## src/rtl/fetch_queue_mw.sv

```systemverilog
// Multi-wide FWFT fetch queue between imem responses and decode; squashes in-flight responses after a flush.
// Latency: enqueue-to-dequeue 1 cycle; enq_ready is a pure function of current occupancy (no same-cycle slot reuse).
module fetch_queue_mw #(
    parameter int DATA_W  = 32,
    parameter int DEPTH   = 16,
    parameter int ENQ_W   = 2,
    parameter int DEQ_W   = 2,
    parameter int MAX_OUT = 4
) (
    input  logic                          clk,
    input  logic                          rst,
    input  logic                          i_flush,
    input  logic                          i_imem_req_fire,
    input  logic                          i_imem_resp,
    input  logic [ENQ_W-1:0]              i_enq_valid,
    input  logic [ENQ_W*DATA_W-1:0]       i_enq_data,
    input  logic [ENQ_W*32-1:0]           i_enq_pc,
    output logic                          o_enq_ready,
    output logic [DEQ_W-1:0]              o_deq_valid,
    output logic [DEQ_W*DATA_W-1:0]       o_deq_data,
    output logic [DEQ_W*32-1:0]           o_deq_pc,
    input  logic [$clog2(DEQ_W+1)-1:0]    i_deq_take,
    output logic [$clog2(DEPTH):0]        o_count,
    output logic                          o_empty,
    output logic                          o_full
);
    localparam int AW = $clog2(DEPTH);
    localparam int CW = AW + 1;
    localparam int OW = $clog2(MAX_OUT + 1);

    logic [DATA_W-1:0] r_mem_data [DEPTH];
    logic [31:0]       r_mem_pc   [DEPTH];
    logic [AW:0]       r_head;
    logic [AW:0]       r_tail;
    logic [CW-1:0]     r_count;
    logic [OW-1:0]     r_out;
    logic [OW-1:0]     r_squash;

    logic              w_enq_fire;
    logic [CW-1:0]     w_enq_cnt;
    logic [CW-1:0]     w_enq_n;
    logic [CW-1:0]     w_take;
    logic [CW-1:0]     w_deq_n;
    logic [OW-1:0]     w_out_next;
    logic [OW-1:0]     w_out_less_resp;
    logic [OW-1:0]     w_squash_next;
    logic [AW-1:0]     w_idx;

    always_comb begin
        o_enq_ready = (r_count <= CW'(DEPTH - ENQ_W));
        w_enq_cnt   = '0;
        for (int i = 0; i < ENQ_W; i++) begin
            w_enq_cnt = w_enq_cnt + CW'(i_enq_valid[i]);
        end
        w_enq_fire = i_imem_resp && o_enq_ready && (r_squash == '0) && !i_flush;
        w_enq_n    = w_enq_fire ? w_enq_cnt : '0;
        w_take     = CW'(i_deq_take);
        w_deq_n    = i_flush ? '0 : ((w_take > r_count) ? r_count : w_take);
    end

    // Responses still in flight at a flush are owed a squash; a response landing in the flush cycle is already accounted.
    always_comb begin
        w_out_less_resp = (i_imem_resp && r_out != '0) ? r_out - OW'(1) : r_out;
        w_out_next      = r_out;
        if (i_imem_req_fire && !i_imem_resp && r_out != OW'(MAX_OUT)) begin
            w_out_next = r_out + OW'(1);
        end else if (!i_imem_req_fire && i_imem_resp && r_out != '0) begin
            w_out_next = r_out - OW'(1);
        end
        w_squash_next = r_squash;
        if (i_flush) begin
            w_squash_next = w_out_less_resp;
        end else if (i_imem_resp && r_squash != '0) begin
            w_squash_next = r_squash - OW'(1);
        end
    end

    always_ff @(posedge clk) begin
        if (rst) begin
            r_head   <= '0;
            r_tail   <= '0;
            r_count  <= '0;
            r_out    <= '0;
            r_squash <= '0;
        end else begin
            r_out    <= w_out_next;
            r_squash <= w_squash_next;
            if (i_flush) begin
                r_head  <= '0;
                r_tail  <= '0;
                r_count <= '0;
            end else begin
                r_head  <= r_head + w_deq_n;
                r_tail  <= r_tail + w_enq_n;
                r_count <= r_count + w_enq_n - w_deq_n;
            end
        end
    end

    // Storage is never cleared; occupancy alone decides what is valid.
    always_ff @(posedge clk) begin
        for (int i = 0; i < ENQ_W; i++) begin
            if (w_enq_fire && i_enq_valid[i]) begin
                r_mem_data[r_tail[AW-1:0] + AW'(i)] <= i_enq_data[i*DATA_W +: DATA_W];
                r_mem_pc[r_tail[AW-1:0] + AW'(i)]   <= i_enq_pc[i*32 +: 32];
            end
        end
    end

    always_comb begin
        o_deq_valid = '0;
        o_deq_data  = '0;
        o_deq_pc    = '0;
        w_idx       = '0;
        for (int i = 0; i < DEQ_W; i++) begin
            w_idx = r_head[AW-1:0] + AW'(i);
            if (r_count > CW'(i)) begin
                o_deq_valid[i]                 = 1'b1;
                o_deq_data[i*DATA_W +: DATA_W] = r_mem_data[w_idx];
                o_deq_pc[i*32 +: 32]           = r_mem_pc[w_idx];
            end
        end
        o_count = r_count;
        o_empty = (r_count == '0);
        o_full  = (r_count == CW'(DEPTH));
    end
endmodule

```

## config.mk

```make
export PLATFORM = sky130hd
export DESIGN_NAME = fetch_queue_mw
export DESIGN_NICKNAME = d
export VERILOG_FILES = /design/src/rtl/fetch_queue_mw.sv
export SDC_FILE = /design/constraint.sdc
export NUM_CORES = 2
export LEC_CHECK = 0
export CAP_MARGIN = 5
export CORE_AREA = 8 8 319 445
export CTS_CLUSTER_SIZE = 30
export DETAILED_ROUTE_END_ITERATION = 7
export DIE_AREA = 0 0 327 453
export PLACE_DENSITY = 0.67
export REMOVE_ABC_BUFFERS = 1
export SETUP_SLACK_MARGIN = 0.15
export SYNTH_ARGS = -nofsm -noshare
export SYNTH_HDL_FRONTEND = slang
export SYNTH_SLANG_ARGS = --single-unit
```

## constraint.sdc

```tcl
create_clock -name clk -period 9.7 [get_ports clk]
set_clock_uncertainty 0.2 [all_clocks]
set_input_delay 1.94 -clock clk [delete_from_list [all_inputs] [get_ports clk]]
set_output_delay 1.94 -clock clk [all_outputs]
set_load 0.05 [all_outputs]
```

==> impl_metrics.ini <==
[synthesis]
synth.mux.area_fraction_pct = 38.3
synth_top_area_share_pct = 51.0
synth_ff_type = edfxtp_1
synthTopCellsByArea = edfxtp_1, mux4_2, mux2_2
synth_xor_area_share_pct = 0.145
ys_seq_area_share_pct = 51.6
synth_area_um2 = 60300
synth_top_family_by_area = multiplexers
synth_cells = 3692
ys_top_cells_by_count = edfxtp_1, mux2_2, mux4_2
synth-compound-area-share_pct = 4.98
synth_cell_types = 55
synth-edff-count = 1024
ys_warn_count = 0
synth_most_common_cell = edfxtp_1
synth-adder-area-share_pct = 0.568
syn-mean-instance-area_um2 = 16.3
synth_area_leader_cell = edfxtp_1
synth_seq_cells = 1043
async_reset_ff_share_pct = 0
synth-simple-area-share_pct = 1.13

[global_route]
gr-total-overflow = 0
track_usage_pct = 25.7
grt_pass1_wl_mm = 281
grt_max_degree = 132
antenna_found_initial = 21
grt_pass1_vias = 39809

[die]
core_area_um2 = 135000
die_h_um = 453
num_rows = 160
io_pins = 275
die_width_um = 327
die_area_um2 = 148000
start_util_pct = 44.7

[setup_path]
crit_chain = buf_4 -> buf_4 -> mux4_2 -> a22oi_1 -> a21oi_1 -> clkdlybuf4s50_1
worst-setup-path-type = reg -> out
slowest_stage = clkdlybuf4s50_1
arrival_ps = 5600
slowest_delay_ps = 950
cp-start-kind = flop
cpLargestDelayFamily = buffers and inverters
cp_max_fo = 63
end_kind = primary output
worst-path-buf-inv = 3
r2r_slack_ps = 5060
critPathMostFrequentCell = buf_4
crit_required_ps = 7560

[clock_network]
postCtsHoldBufs = 0
post_cts_buffers = 0
clk_pin_slew_ps = 60
cts_tree = done
numCtsBuffers = 107
clkLatencyLatePin_ps = 710
cts.repair.resized = 0
cts_root_buf = clkbuf_16
cts.sinks = 1043
cts_max_path_buffers = 3
cts_max_level = 3

[route]
vias_per_cell = 6.84
drc = 0
vias = 38277
wl_per_cell_um = 35.0
wirelength_mm = 196
first_pass_iters = 6
drt_iter0_drc = 4244
ant_nets = 0

[cells_and_area]
seq_area_um2 = 31100
drive_gt1_share_pct = 47.4
utilization_pct = 50.2
area_delta_synth_final_pct = 12.4
fillers = 11283
final_nets = 3880
multi_input_area_um2 = 27600

[timing]
setup_viol = 0
fmax_ghz = 0.129
rsz0062_at_grt = false
hold_violations = 0
worst_slack_ps = 1960
relSlewSlack_pct = 9.75
drv_slew = 0
fin_tns_setup_ps = 0
post-route-min-period_ps = 7740
worst_slew_pin_slew_ps = 1350
post-route-period-util_pct = 79.8

[placement]
port_buffers = 274
globalplace.congestion = 0.799
dp_slack_ps = 2770
hpwl_mm = 111

[power]
p_per_area_nw_per_um2 = 174
vdd_drop_max_uv = 276
leakagePower_uw = 0.0209
total_power_uw = 11800

[hold_path]
hold_class = reg -> reg

[run_status]
status = complete, no violations

[run]
max_cap_viol_count = 0
-- placed cells by master (no fill, tap or decap), drive strengths merged, types with 21 or more instances in the layout --
cell type,instances
clkinv,45
o21ai,141
clkbuf,136
a22oi,177
inv,27
mux2,1024
buf,85
edfxtp,1024
a31oi,50
mux4,512
ha,21
clkdlybuf4s50,274
a21oi,75
nand2,49
-- tightest hold or removal path, delay by kind of cell (launching register included) --
kind             cells  cell delay [ps]
flip-flops           1              360
AND/OR/NAND/NOR      2              190
-- state kept, by name, indices dropped and copies added, names as in the netlist --
signal,cells
r_head,4
r_mem_data,512
o_count,5
r_out,3
r_squash,3
r_mem_pc,512
r_tail,4
-- through the flow --
step	cells	cell area, um^2	hold slack, ps
3_3_place_gp	5391	64500	371
5_1_grt	5595	67800	398
3_5_place_dp	5391	64500	364
6_report	5600	67800	397
2_1_floorplan	3250	58400	316
4_1_cts	5586	67800	372
-- area by class of cell --
cell class	count	area share, %
sequential	1043	45.9
multi-input combinational	2185	40.7
timing repair buffer	359	5.09
clock buffer	136	4.17
tap	1782	3.29
clock inverter	59	0.681
inverter	22	0.122
antenna	14	0.0516
-- worst paths after layout --
path / from / cells past startpoint / to
worst max register to register: r_squash[0] / 8 / r_mem_data[9][18]
worst max-delay path: r_head[1] / 6 / o_deq_pc[21]
worst min-delay path: r_out[1] / 2 / r_out[1]
worst min register to register: r_out[1] / 2 / r_out[1]
-- report_power, final --
part           internal (uW)  switching (uW)
clock network           2210            1810
logic                   1000            1740
registers               4980            35.8
total                   8200            3580
-- cells by family (layout without fill, tap and decap cells) --
| logic type | after synthesis | in the layout |
|---|---|---|
| flops | 1043 | 1043 |
| xor+xnor | 10 | 10 |
| other cells | 2 | 17 |
| fa+ha+maj | 25 | 25 |
| compound gates | 476 | 476 |
| buf+inv | 465 | 576 |
| simple gates | 131 | 131 |
| mux | 1540 | 1540 |
-- metal layers --
metal	global-route usage, %	vias to the layer above	wire (um)
li1	-	15345	-
met1	33.1	20467	75200
met2	43.2	2046	96500
met3	4.43	413	16600
met4	10.3	6	7810
met5	0	-	36
Power figures use the tool's default switching activity.
